File: src/rtl/coin_input_sequencer.sv
// Coin input sequencer: synchronizes and debounces three coin-slot sensors,
// queues accepted coins and hands them to the credit FSM one per issue slot,
// never while the FSM reports drop.
module coin_input_sequencer #(
  parameter int DEBOUNCE_CYCLES = 4,
  parameter int FIFO_DEPTH      = 4,
  parameter int GAP_CYCLES      = 1
) (
  input  logic                          clock,
  input  logic                          reset_L,
  input  logic                          circle_raw,
  input  logic                          triangle_raw,
  input  logic                          pentagon_raw,
  input  logic                          drop,
  input  logic                          clear_overflow,
  output logic [1:0]                    coin,
  output logic [$clog2(FIFO_DEPTH):0]   queued,
  output logic                          overflow
);

  localparam int PTR_W = $clog2(FIFO_DEPTH);
  localparam int CNT_W = $clog2(FIFO_DEPTH) + 1;
  localparam int GAP_W = $clog2(GAP_CYCLES + 1);
  localparam logic [3:0]       DB_LAST  = 4'(DEBOUNCE_CYCLES - 1);
  localparam logic [CNT_W-1:0] FULL_CNT = CNT_W'(FIFO_DEPTH);

  typedef enum logic {ST_ISSUE, ST_GAP} state_t;

  // Line index 0 = circle, 1 = triangle, 2 = pentagon; coin code = index + 1.
  logic [2:0]       raw_vec;
  logic [2:0]       sync1_q, sync2_q;
  logic [2:0][3:0]  db_cnt_q, db_cnt_d;
  logic [2:0]       level_q, level_d;
  logic [2:0]       level_prev_q;
  logic [2:0]       pending_q, pending_d;
  logic [2:0]       rise, lost, move;
  logic             overflow_q, overflow_d;

  logic [1:0]       mem [FIFO_DEPTH];
  logic [PTR_W-1:0] wr_ptr_q, wr_ptr_d, rd_ptr_q, rd_ptr_d;
  logic [CNT_W-1:0] count_q, count_d;
  logic             push, pop;
  logic [1:0]       push_code;

  state_t           state_q, state_d;
  logic [GAP_W-1:0] gap_cnt_q, gap_cnt_d;
  logic [1:0]       coin_q, coin_d;

  assign raw_vec = {pentagon_raw, triangle_raw, circle_raw};

  // Debounce: a level changes only after DEBOUNCE_CYCLES consecutive disagreeing samples.
  always_comb begin
    for (int i = 0; i < 3; i++) begin
      db_cnt_d[i] = 4'd0;
      level_d[i]  = level_q[i];
      if (sync2_q[i] != level_q[i]) begin
        if (db_cnt_q[i] == DB_LAST) begin
          level_d[i] = sync2_q[i];
        end else begin
          db_cnt_d[i] = db_cnt_q[i] + 4'd1;
        end
      end
    end
  end

  // Issue decision, priority arbiter into the FIFO, pending/overflow bookkeeping.
  always_comb begin
    pop  = (state_q == ST_ISSUE) && (count_q != '0) && !drop && (coin_q == 2'b00);
    move = 3'b000;
    push_code = 2'b00;
    // When full, a same-cycle pop frees the slot the push writes into.
    if ((count_q != FULL_CNT) || pop) begin
      if (pending_q[2]) begin
        move = 3'b100; push_code = 2'b11;
      end else if (pending_q[1]) begin
        move = 3'b010; push_code = 2'b10;
      end else if (pending_q[0]) begin
        move = 3'b001; push_code = 2'b01;
      end
    end
    push = |move;

    rise      = level_q & ~level_prev_q;
    lost      = rise & pending_q;
    pending_d = (pending_q & ~move) | (rise & ~pending_q);

    // A lost coin in the same cycle wins over the clear request.
    if (|lost) begin
      overflow_d = 1'b1;
    end else if (clear_overflow) begin
      overflow_d = 1'b0;
    end else begin
      overflow_d = overflow_q;
    end

    wr_ptr_d = push ? wr_ptr_q + PTR_W'(1) : wr_ptr_q;
    rd_ptr_d = pop  ? rd_ptr_q + PTR_W'(1) : rd_ptr_q;
    count_d  = count_q + CNT_W'(push) - CNT_W'(pop);
  end

  // Issue FSM next state: one coin per pop, then GAP_CYCLES idle cycles.
  always_comb begin
    state_d   = state_q;
    gap_cnt_d = gap_cnt_q;
    coin_d    = 2'b00;
    case (state_q)
      ST_ISSUE: begin
        if (pop) begin
          coin_d    = mem[rd_ptr_q];
          state_d   = ST_GAP;
          gap_cnt_d = GAP_W'(GAP_CYCLES);
        end
      end
      ST_GAP: begin
        gap_cnt_d = gap_cnt_q - GAP_W'(1);
        if (gap_cnt_q == GAP_W'(1)) begin
          state_d = ST_ISSUE;
        end
      end
      default: state_d = ST_ISSUE;
    endcase
  end

  // All control state, cleared immediately by reset.
  always_ff @(posedge clock or negedge reset_L) begin
    if (!reset_L) begin
      sync1_q      <= '0;
      sync2_q      <= '0;
      db_cnt_q     <= '0;
      level_q      <= '0;
      level_prev_q <= '0;
      pending_q    <= '0;
      overflow_q   <= 1'b0;
      wr_ptr_q     <= '0;
      rd_ptr_q     <= '0;
      count_q      <= '0;
      state_q      <= ST_ISSUE;
      gap_cnt_q    <= '0;
      coin_q       <= 2'b00;
    end else begin
      sync1_q      <= raw_vec;
      sync2_q      <= sync1_q;
      db_cnt_q     <= db_cnt_d;
      level_q      <= level_d;
      level_prev_q <= level_q;
      pending_q    <= pending_d;
      overflow_q   <= overflow_d;
      wr_ptr_q     <= wr_ptr_d;
      rd_ptr_q     <= rd_ptr_d;
      count_q      <= count_d;
      state_q      <= state_d;
      gap_cnt_q    <= gap_cnt_d;
      coin_q       <= coin_d;
    end
  end

  // FIFO storage; contents are meaningless once the pointers are reset.
  always_ff @(posedge clock) begin
    if (push) begin
      mem[wr_ptr_q] <= push_code;
    end
  end

  assign coin     = coin_q;
  assign queued   = count_q;
  assign overflow = overflow_q;

endmodule
File: config.mk
export PLATFORM = sky130hd
export DESIGN_NAME = coin_input_sequencer
export DESIGN_NICKNAME = d
export VERILOG_FILES = /design/src/rtl/coin_input_sequencer.sv
export SDC_FILE = /design/constraint.sdc
export NUM_CORES = 1
export LEC_CHECK = 0
export BUFFER_PORTS_ARGS = -buffer_cell sky130_fd_sc_hd__buf_2
export CAP_MARGIN = 20
export CORE_ASPECT_RATIO = 1.2
export CORE_UTILIZATION = 45
export DETAILED_ROUTE_END_ITERATION = 6
export PLACE_DENSITY = 0.61
export SLEW_MARGIN = 30
export SYNTH_ARGS = -nofsm -noshare
export SYNTH_HDL_FRONTEND = slang
export SYNTH_SLANG_ARGS = --single-unit
File: constraint.sdc
create_clock -name clock -period 2.36 [get_ports clock]
set_input_delay 0.118 -clock clock [delete_from_list [all_inputs] [get_ports clock]]
set_output_delay 0.118 -clock clock [all_outputs]
set_load 0.05 [all_outputs]
Word level (Yosys, flattened, before mapping). Memory sizes are Yosys's and may differ from the RTL's. Cells that the tools add are included.

Bits in read-only memories: 0. Bits in registers: 39. Word-level logic and storage cells: 81. Input port bits: 7. Latch bits: 0. Memories kept: 1. Output and inout bits: 6. Memory bits (writable): 8.

Memory list: mem (depth 4, width 2, rd ports 1, clocked after Yosys merged registers in 0, write ports 1, RTL line 39) `logic [1:0] mem [FIFO_DEPTH];`.

$add $sub $neg: 8. Order comparisons: 0. Eq/ne operators: 8. Reduce and logical (&&, ||, !) cells: 13. Shift-type cells: 0. Muxes and demuxes: 25. Multiply operators: 0. Div/mod/pow operators: 0. Bitwise logic cells: 9.

Operator list (number): 4-bit 2-to-1 mux (6); 4-bit by 1-bit adder with 4-bit output, second input constant (3); 3-bit bitwise AND (4); 4-bit by 2-bit == test with 1-bit output, second input constant (3); 2-bit 2-to-1 mux (6); 1-bit 2-to-1 mux (9); 3-bit NOT (3); 3-bit 2-to-1 mux (2); 2-bit AND reduction (3); 3-bit OR reduction (2); 2-bit by 1-bit adder with 2-bit output, second input constant (2); 1-bit one-hot mux with 2 select lines (2); 3-bit by 1-bit adder with 3-bit output (1); 1-bit logical AND (3); 1-bit inequality test (3); 3-bit inequality test, second input constant (1); 3-bit bitwise OR (1); 3-bit nonzero test (1); 3-bit by 1-bit subtractor with 3-bit output (1); 2-bit zero test (1); 2-bit inequality test, second input constant (1); 2-bit nonzero test (1); 1-bit zero test (1); 1-bit logical OR (1); other kinds (2) (2).

Logic depth before layout (Yosys ltp). Gate-level depths: netlist of the first run.

Word-level depth: 9. Mapped depth: 9. Depth with buffers taken out: 9.

Worst setup path after synthesis of the first run. No wires, ideal clock.

Path kind: reg-to-reg. Start: reg coin_q[1] (netlist: coin[1]). End: reg count_q[2] (netlist: queued[2]). Path buffers: 0. Library setup time: 0.147 ns. Stages on the path, launching flop included: 10. Clock period less this slack: 2.746 ns. Data required time: 2.213 ns. Arrival time: 2.599 ns. Path slack: -0.386 ns. Cell sequence: dfrtp_1 > or4_4 > a31oi_4 > inv_1 > ha_1 > inv_1 > ha_1 > fa_1 > xor2_1 > xnor2_1.

Word-level cells in the longest chain between the ends: 7.

RTL lines: from (decl) (RTL line 47) `logic [1:0] coin_q, coin_d;`; from (signal assigned) (RTL line 153) `coin_q <= coin_d;`; 2-bit zero test * (RTL line 68) `pop = (state_q == ST_ISSUE) && (count_q != '0) && !drop && (coin_q == 2'b00);`; 1-bit logical AND * (RTL line 68); 1-bit logical OR (RTL line 72) `if ((count_q != FULL_CNT) || pop) begin`; 3-bit 2-to-1 mux (RTL line 72); 3-bit OR reduction (RTL line 81) `push = |move;`; 3-bit by 1-bit adder with 3-bit output (RTL line 98) `count_d = count_q + CNT_W'(push) - CNT_W'(pop);`; 3-bit by 1-bit subtractor with 3-bit output * (RTL line 98); via count_d[2] (RTL line 41) `logic [CNT_W-1:0] count_q, count_d;`; to (signal assigned) (RTL line 150) `count_q <= count_d;`; to (decl) (RTL line 41).

The timed path passes the listed nets; every way through them passes the cells marked *. A chain may end at the register's enable or synchronous reset.

Worst setup path after layout of the first run.
Start: reg coin_q[0] (netlist: coin[0]). End: reg count_q[2] (netlist: queued[2]).

Same word-level chain as after synthesis.

==> results by group, run 1 <==
Detailed routing
  – Avg WL per Cell: 14.1 um
  – Pre-Repair DR Iteration Count: 4
  – DR vias/cell: 4.89
  – Vias: 1106
  – DRT antenna net count: 0
  – Routed WL: 3200 um
  – DR iter-0 viols: 16
  – DRC: 0

Critical path
  – Endpoint class of the critical path: register
  – Crit-path cells: or4_4, a31oi_4, inv_2, ha_4, inv_2, ha_4, fa_2, xor2_2, xnor2_1
  – Critical path startpoint category: register
  – Worst Path Arrival: 2550 ps
  – CP peak stage delay: 540 ps
  – Critical path class: reg -> reg
  – Critical path fanouts, max: 2
  – Crit path required time: 2550 ps
  – Slowest-stage cell, CP: or4_4

Floorplan
  – Die footprint: 0.00457 sq mm
  – Row count: 25
  – Core Area: 0.00404 sq mm
  – Die W: 61.9 um
  – Die Span Y: 73.9 um
  – Starting Density: between 40 and 50%
  – IO Pins: 13

Clocking
  – CTS Buf Count: 5
  – Root buffer cell: clkbuf_8
  – Clock buffer depth: 2
  – Clock Sinks: 47
  – H-tree Lvls: 2
  – CTS tree: built
  – Clock-pin slew on the worst setup and hold paths: 80 ps
  – Clock latency on the worst-skew pair: 300 ps

Synthesis
  – Post-synthesis compound-gate area fraction: 5.36%
  – Synth async-reset ratio: between 80% and 90%
  – Register area share after synthesis: between 60% and 70%
  – Count leader, synth: dfrtp_1
  – Post-synthesis adder-cell area fraction: 6.85%
  – #FFs+latches synth: 47
  – Mapped Cells: 140
  – Mux share of post-synthesis cell area: 5.36%
  – Commonest cells in the netlist: dfrtp_1 (39), ha_1 (9), inv_1 (9), edfxtp_1 (8), nor2_1 (8)
  – Ys flop type: dfrtp_1
  – Synth Cell Area: 0.00194 sq mm
  – Synth Area in XOR/XNOR: under 10%
  – Synth area leaders: dfrtp_1 (50%), edfxtp_1 (12%), ha_1 (5.8%)
  – Largest family of logic cells by synthesized area: simple AND/OR/NAND/NOR gates
  – Synth warnings: 0
  – Post-synth top area cell: dfrtp_1
  – Post-synth top area share: 50.4%
  – Post-synth EDFFs: 8
  – Avg Inst Size Synth: around 14 sq um
  – Synth cell types: 31
  – Mapped Nets: 157
  – Simple logic cell fraction of the synthesized area: 12.9%

Global routing
  – First-pass GRT wire length: 5240 um
  – Largest net degree at the start of global routing: 40
  – Gr usage total: around 17%
  – Met2 Resource Use GR: approximately 29%
  – GR Util met1: 18.4%
  – Initial antenna violation count: 0
  – GR peak layer: met2
  – Met3 Use GR: 5.28%
  – Vias in the first global route: about 1200
  – Overflow left after global routing: 0

Cells and area
  – Area growth, synth to finish: 18.0%
  – N_diodes: 0
  – Share of cells above drive strength 1: 26.2%
  – Utilization after layout: a little under three fifths
  – Nets: about 190
  – # fillers: 347
  – Finished Cell Area: 0.00228 sq mm

Timing
  – Tcrit/Tclk final: 100%
  – Fin worst setup slack: between 0.4 and 0.5 ps
  – RSZ-0062 raised after global routing: true
  – Tmin final: 2360 ps
  – Final setup vio count: 0
  – Worst Skew: 3.77 ps
  – Slew @ Worst Pin: just under 500 ps
  – Worst relative slew slack: between 60% and 70%
  – Slew Limit Fails: 0
  – Max Fclk: 424 MHz
  – Final Hold Fails: 0
  – Final Hold Slack: 122 ps

Place
  – Placer Congestion: 0.758
  – Placed cell areas: 0.00212 sq mm
  – Post-Place Worst Slack: -60.3 ps
  – # port buffers: 12
  – Post-DP HPWL: 2350 um

Run status
  – Status: finished clean

Power
  – Power Dens Cells: 1400 mW/mm^2
  – LEAKAGE: 0.995 nW
  – VDD IR-drop max: roughly 0.81 mV

Flow run
  – Max_cap viols: 0

Min path
  – Min-delay worst type: in -> reg
[stage by stage]
stage | std cells | setup TNS (ps) | power, mW
3_5_place_dp | 213 | -60.3 | 2.67
3_3_place_gp | 213 | -20.6 | 2.57
2_1_floorplan | 140 | -312 | 2.26
4_1_cts | 226 | -2.86 | 3.16
6_report | 226 | 0 | 3.20
5_1_grt | 226 | -85.0 | 3.45
[worst max-delay path: cells and delay by family, from the launching register on]
family,cells,cell delay [ps]
AND/OR/NAND/NOR,1,540
XOR/XNOR,2,290
buffers and inverters,2,90
flip-flops,1,410
adder cells (fa/ha/maj),3,750
AO/OA/AOI/OAI,1,170
[area by class of cell]
class | count | area (sq um) | area share [%]
Sequential cell | 47 | 1220 | 53.3
Multi-Input combinational cell | 84 | 722 | 31.6
Timing Repair Buffer | 24 | 163 | 7.12
Clock buffer | 8 | 80.1 | 3.50
Tap cell | 54 | 67.6 | 2.96
Inverter | 9 | 33.8 | 1.48
[report_power, final]
part | internal, mW | leakage [nW] | switching, mW
clock | 0.211 | 0.0395 | 0.253
combinational | 0.628 | 0.399 | 0.721
sequential | 1.17 | 0.556 | 0.222
[cell usage in the layout, fill, tap and decap left out, types with 2 or more instances in the layout]
master,synthesis,final
ha_4,0,2
dlygate4sd3_1,0,4
buf_2,0,11
nand3b_1,3,3
nor3b_1,3,3
xor2_1,4,3
mux4_2,2,2
a31oi_1,3,3
nor2b_1,7,7
xnor2_1,7,7
ha_1,9,7
edfxtp_1,8,8
nor2_1,8,8
clkbuf_8,0,5
inv_1,9,7
a21oi_1,4,4
mux2_2,3,3
nand2b_1,6,6
inv_2,0,2
clkbuf_1,0,3
and2_2,4,4
buf_4,0,9
dfrtp_1,39,37
nor3_1,4,4
dfrtp_2,0,2
nand3_1,4,4
[final timing paths]
check                      slack, ps           start  depth (start not counted)     endpoint
hold / removal                   120  clear_overflow                          3     overflow
min in group asynchronous        330         reset_L                          2  db_cnt_q[2]
hold reg to reg                  360      sync1_q[2]                          0   sync2_q[2]
max in group asynchronous       1670         reset_L                          2      coin[0]
setup reg to reg                 0.4         coin[0]                          9    queued[2]
setup / recovery                 0.4         coin[0]                          9    queued[2]
[repair_timing]
action	4_1_cts	5_1_grt
setup buffers	1	0
hold buffers	4	0
gates resized for setup	1	5
endpoints found under the setup margin	1	1
hold endpoints to repair	42	0
pin swaps	2	0
[registers in the layout, summed over array words and instances (netlist names), 3 cells and up]
name / flops
sync2_q: 3
pending_q: 3
queued: 3
level_prev_q: 3
mem: 8
sync1_q: 3
level_q: 3
db_cnt_q: 12
[metal layers]
| metal | vias to the layer above | part of all wire, % |
|---|---|---|
| li1 | 541 | - |
| met1 | 550 | 41 |
| met2 | 9 | 54 |
| met3 | 6 | 2.4 |
| met4 | 0 | 1.9 |
| met5 | - | 0 |
[cell families (layout without fill, tap and decap cells)]
kind of cell | Yosys count | in the layout
buffers and inverters | 9 | 41
adder cells (fa/ha/maj) | 10 | 10
AO/OA/AOI/OAI | 14 | 14
multiplexers | 7 | 7
AND/OR/NAND/NOR | 42 | 42
flip-flops | 47 | 47
XOR/XNOR | 11 | 11
No activity file was read; power rests on OpenSTA's default activity.
==> inputs of run 2 (changes only) <==
Settings changed: CORE_UTILIZATION 45 to 35, PLACE_DENSITY 0.61 to 0.49.
==> results by group, run 2 (synthesized netlist as in run 1, its figures left out) <==
Critical path
  – CP peak stage delay: about 540 ps
  – Slowest-stage cell, CP: or4_4
  – Endpoint class of the critical path: register
  – Crit path required time: 2550 ps
  – Critical path fanouts, max: 2
  – Critical path startpoint category: register
  – Critical path class: reg -> reg
  – Crit-path cells: or4_4, a31oi_4, inv_1, ha_1, inv_1, ha_2, fa_2, xor2_1, xnor2_1
  – Worst Path Arrival: 2560 ps
  – Most used cell, CP: inv_1

Clocking
  – Root buffer cell: clkbuf_8
  – H-tree Lvls: 2
  – CTS Buf Count: 5
  – Clock-pin slew on the worst setup and hold paths: 90 ps
  – Clock Sinks: 47
  – Clock buffer depth: 2
  – Clock latency on the worst-skew pair: about 300 ps
  – CTS tree: built

Floorplan
  – Die footprint: 0.00584 sq mm
  – IO Pins: 13
  – Die W: 69.9 um
  – Starting Density: between 30% and 40%
  – Core Area: 0.00530 sq mm
  – Die Span Y: 83.5 um
  – Row count: 29

Cells and area
  – Leading cell types in the layout, fill and taps excluded: dfrtp_1 (37), buf_2 (12), inv_1 (9)
  – Largest Register: db_cnt_q
  – Register area: 0.00122 sq mm
  – Area of the multi-input gates: roughly 690 sq um
  – Number of flip-flops in the largest register: 12
  – # fillers: between 500 and 600
  – Share of cells above drive strength 1: 25.6%
  – Area growth, synth to finish: 18.7%
  – Biggest regs: db_cnt_q x12, mem x8
  – N_diodes: 0
  – Finished Cell Area: 0.00230 sq mm
  – Nets: 188
  – Most common cell after layout, fill and taps aside: dfrtp_1

Min path
  – Min-delay worst type: in -> reg

Timing
  – Max Fclk: 422 MHz
  – Final Hold Fails: 0
  – Final Hold Slack: 112 ps
  – Slew @ Worst Pin: 870 ps
  – Final setup vio count: 1
  – Fin worst setup slack: -7.39 ps
  – Worst Skew: ~6.7 ps
  – RSZ-0062 raised after global routing: true
  – Final TNS setup: -7.39 ps
  – Worst relative slew slack: 42.0%
  – Tcrit/Tclk final: 100%
  – Tmin final: ~2400 ps
  – Slew Limit Fails: 0

Detailed routing
  – Vias: about 1100
  – DRT antenna net count: 0
  – Avg WL per Cell: 13.3 um
  – Pre-Repair DR Iteration Count: 4
  – DR vias/cell: 4.82
  – Routed WL: between 3000 and 4000 um
  – DRC: 0
  – DR iter-0 viols: 45

Global routing
  – Overflow left after global routing: 0
  – First-pass GRT wire length: 5310 um
  – Largest net degree at the start of global routing: 40
  – Vias in the first global route: 1174
  – Initial antenna violation count: 0
  – Gr usage total: 12.0%

Power
  – Power Dens Cells: 1410 mW/mm^2
  – Overall power: 3.23 mW
  – LEAKAGE: 1.01 nW
  – VDD IR-drop max: 0.615 mV

Place
  – Placed cell areas: about 0.0021 sq mm
  – # port buffers: 12
  – Post-DP HPWL: 2220 um
  – Placer Congestion: 0.712

Run status
  – Status: finished, violations left
  – Failing checks: setup timing

Flow run
  – Max_cap viols: 0
==> run 2: area by class of cell <==
class | count | area share [%]
flip-flops and latches | 47 | 53.0
multi-input cells | 84 | 30.1
repair buffers | 24 | 6.97
well taps | 62 | 3.38
clock buffers | 5 | 2.99
clock inverters | 3 | 2.07
inverters | 9 | 1.47
==> run 2: report_power, final <==
group | internal (mW) | total [mW] | switching (mW)
Sequential | 1.17 | 1.38 | 0.215
Combinational | 0.580 | 1.25 | 0.669
Clock | 0.321 | 0.602 | 0.281
Total | 2.07 | 3.23 | 1.16
==> run 2: worst max-delay path: cells and delay by family (launching register included) <==
| kind | cells | cell delay, ps |
|---|---|---|
| AOI/OAI and AO/OA | 1 | 160 |
| xor gates and xnor gates | 2 | 290 |
| adders and majority gates | 3 | 770 |
| buffers and inverters | 2 | 100 |
| DFF | 1 | 410 |
| and+or+nand+nor | 1 | 540 |
==> run 2: worst paths after layout <==
| check | startpoint | to | slack, ps | cells after the start |
|---|---|---|---|---|
| worst max-delay path | coin[0] | queued[2] | -7 | 9 |
| worst min-delay path | clear_overflow | overflow | 110 | 3 |
| worst max register to register | coin[0] | queued[2] | -7 | 9 |
| worst min register to register | sync1_q[2] | sync2_q[2] | 360 | 0 |
| max in group asynchronous | reset_L | coin[0] | 1310 | 2 |
| min in group asynchronous | reset_L | gap_cnt_q | 460 | 2 |
==> run 2: what timing repair did <==
action / in CTS / in global routing
gates cloned: 0 / 0
endpoints found under the hold margin: 42 / 0
gates resized for setup: 1 / 0
endpoints found under the setup margin: 1 / 1
pin swaps: 2 / 0
setup buffers: 1 / 0
hold buffers: 4 / 0
==> run 2: per-layer routing <==
| metal | wire, um | vias to the layer above | GRT usage [%] |
|---|---|---|---|
| li1 | - | 544 | - |
| met1 | 1350 | 564 | 14.1 |
| met2 | 1620 | 16 | 19.4 |
| met3 | 102 | 4 | 4.47 |
| met4 | 40 | 0 | 5.09 |
| met5 | 0 | - | 0 |
==> run 2: per-stage QoR <==
step	setup WS [ps]	util, %	std cells
final	-7.39	43.4	234
after global routing	-72.3	43.4	234
after CTS	-19.1	43.4	234
after detailed placement	-91.7	40.2	221
after global placement	-18.3	40.2	221
after floorplan	-282	-	140
==> inputs of run 3 (changes only) <==
Settings changed: RECOVER_POWER from default to 25.
==> results by group, run 3 (synthesized netlist as in run 1, its figures left out) <==
Global routing
  – Met2 Resource Use GR: 19.4%
  – Met3 Use GR: 4.47%
  – First-pass GRT wire length: 5310 um
  – Initial antenna violation count: 0
  – GR Util met1: approximately 14%
  – Overflow left after global routing: 0
  – Gr usage total: between 10% and 20%
  – Vias in the first global route: 1174
  – Largest net degree at the start of global routing: 40
  – GR peak layer: met2

Floorplan
  – IO Pins: 13
  – Row count: 29
  – Die footprint: 0.00584 sq mm
  – Core Area: 0.00530 sq mm
  – Starting Density: 36.6%
  – Die Span Y: 83.5 um
  – Die W: 69.9 um

Clocking
  – Clock buffer depth: 2
  – CTS Buf Count: 5
  – Root buffer cell: clkbuf_8
  – H-tree Lvls: 2
  – CTS tree: built
  – Clock latency on the worst-skew pair: 300 ps
  – Clock Sinks: 47
  – Clock-pin slew on the worst setup and hold paths: 90 ps

Timing
  – Slew @ Worst Pin: 969 ps
  – Worst relative slew slack: 35.4%
  – Tcrit/Tclk final: 100%
  – Final Hold Slack: 112 ps
  – Fin worst setup slack: -7.39 ps
  – Final Hold Fails: 0
  – Final setup vio count: 1
  – Slew Limit Fails: 0
  – Tmin final: 2370 ps
  – Max Fclk: 422 MHz
  – RSZ-0062 raised after global routing: true
  – Worst Skew: 6.74 ps

Critical path
  – Most used cell, CP: inv_1
  – Buffers & Inverters on Critical Path: 2
  – Critical path class: reg -> reg
  – Crit-path cells: or4_4, a31oi_4, inv_1, ha_1, inv_1, ha_2, fa_2, xor2_1, xnor2_1
  – Worst Path Arrival: 2560 ps
  – Critical path startpoint category: register
  – Slowest-stage cell, CP: or4_4
  – CP top delay family: adder cells
  – Crit path required time: 2550 ps
  – Critical path fanouts, max: 2
  – Endpoint class of the critical path: register
  – CP peak stage delay: 540 ps

Min path
  – Min-delay worst type: in -> reg

Detailed routing
  – Pre-Repair DR Iteration Count: 4
  – DRT antenna net count: 0
  – Avg WL per Cell: 13.3 um
  – DR vias/cell: 4.82
  – DRC: 0
  – Routed WL: 3110 um
  – Vias: 1128
  – DR iter-0 viols: 45

Cells and area
  – # fillers: 500
  – Biggest regs: db_cnt_q x12, mem x8
  – Finished Cell Area: approximately 0.0023 sq mm
  – Most common cell after layout, fill and taps aside: dfrtp_1
  – Leading cell types in the layout, fill and taps excluded: dfrtp_1 (37), buf_2 (10), inv_1 (9)
  – Largest Register: db_cnt_q
  – N_diodes: 0
  – Share of cells above drive strength 1: 25.0%
  – Nets: 188
  – Number of flip-flops in the largest register: 12
  – Area growth, synth to finish: 18.6%

Place
  – Placed cell areas: 0.00213 sq mm
  – # port buffers: 12
  – Post-DP HPWL: between 2000 and 2500 um
  – Placer Congestion: 0.712

Flow run
  – Max_cap viols: 0

Power
  – LEAKAGE: around 1.0 nW
  – Power Dens Cells: 1410 mW/mm^2
  – VDD IR-drop max: 0.615 mV

Run status
  – Status: finished, violations left
  – Failing checks: setup timing
run 3: cell count changes in the layout (fill, tap and decap cells not counted):
cell	previous run	this run
buf_2	12	10
clkbuf_2	0	1
clkbuf_1	0	1
run 3: final timing paths:
path / startpoint / endpoint / slack [ps] / cells past startpoint
max: coin[0] / queued[2] / -7 / 9
min: clear_overflow / overflow / 110 / 3
max reg2reg: coin[0] / queued[2] / -7 / 9
min reg2reg: sync1_q[2] / sync2_q[2] / 360 / 0
max in group asynchronous: reset_L / coin[0] / 1220 / 2
min in group asynchronous: reset_L / gap_cnt_q / 490 / 2
run 3: final cells by class:
class	count	area (sq um)	area share (%)
Clock buffer	5	68.8	3.00
Clock inverter	3	47.5	2.07
Inverter	9	33.8	1.47
Multi-Input combinational cell	84	692	30.1
Sequential cell	47	1220	53.1
Tap cell	62	77.6	3.38
Timing Repair Buffer	24	159	6.92
run 3: timing repair:
| action | 4_1_cts | 5_1_grt |
|---|---|---|
| pin swaps | 2 | 0 |
| setup endpoints to repair | 1 | 1 |
| endpoints found under the hold margin | 42 | 0 |
| hold buffers | 4 | 0 |
| resized for setup | 1 | 0 |
| buffers inserted | 1 | 0 |
run 3: report_power, final:
group | switching [mW] | internal, mW | total [mW] | leakage [nW]
clock network | 0.281 | 0.321 | 0.602 | 0.0587
registers | 0.215 | 1.17 | 1.38 | 0.556
logic | 0.669 | 0.578 | 1.25 | 0.396
run 3: per-layer routing:
layer	up-vias	routed length [um]
met5	-	0
met1	564	1350
li1	544	-
met3	4	102
met2	16	1620
met4	0	40
run 3: tightest hold or removal path, cell delays in order:
cell	delay [ps]
buf_2	70
nand2b_1	90
o211ai_1	90
run 3: stage by stage:
stage / utilization [%] / std cells / total power [mW] / worst slack, ps / setup TNS [ps]
after floorplan: - / 140 / 2.26 / -282 / -312
after detailed placement: 40.2 / 221 / 2.64 / -91.7 / -91.7
after CTS: 43.4 / 234 / 3.29 / -19.1 / -19.1
after global routing: 43.4 / 234 / 3.49 / -72.3 / -72.3
final: 43.4 / 234 / 3.23 / -7.39 / -7.39
after global placement: 40.2 / 221 / 2.58 / -18.3 / -18.3
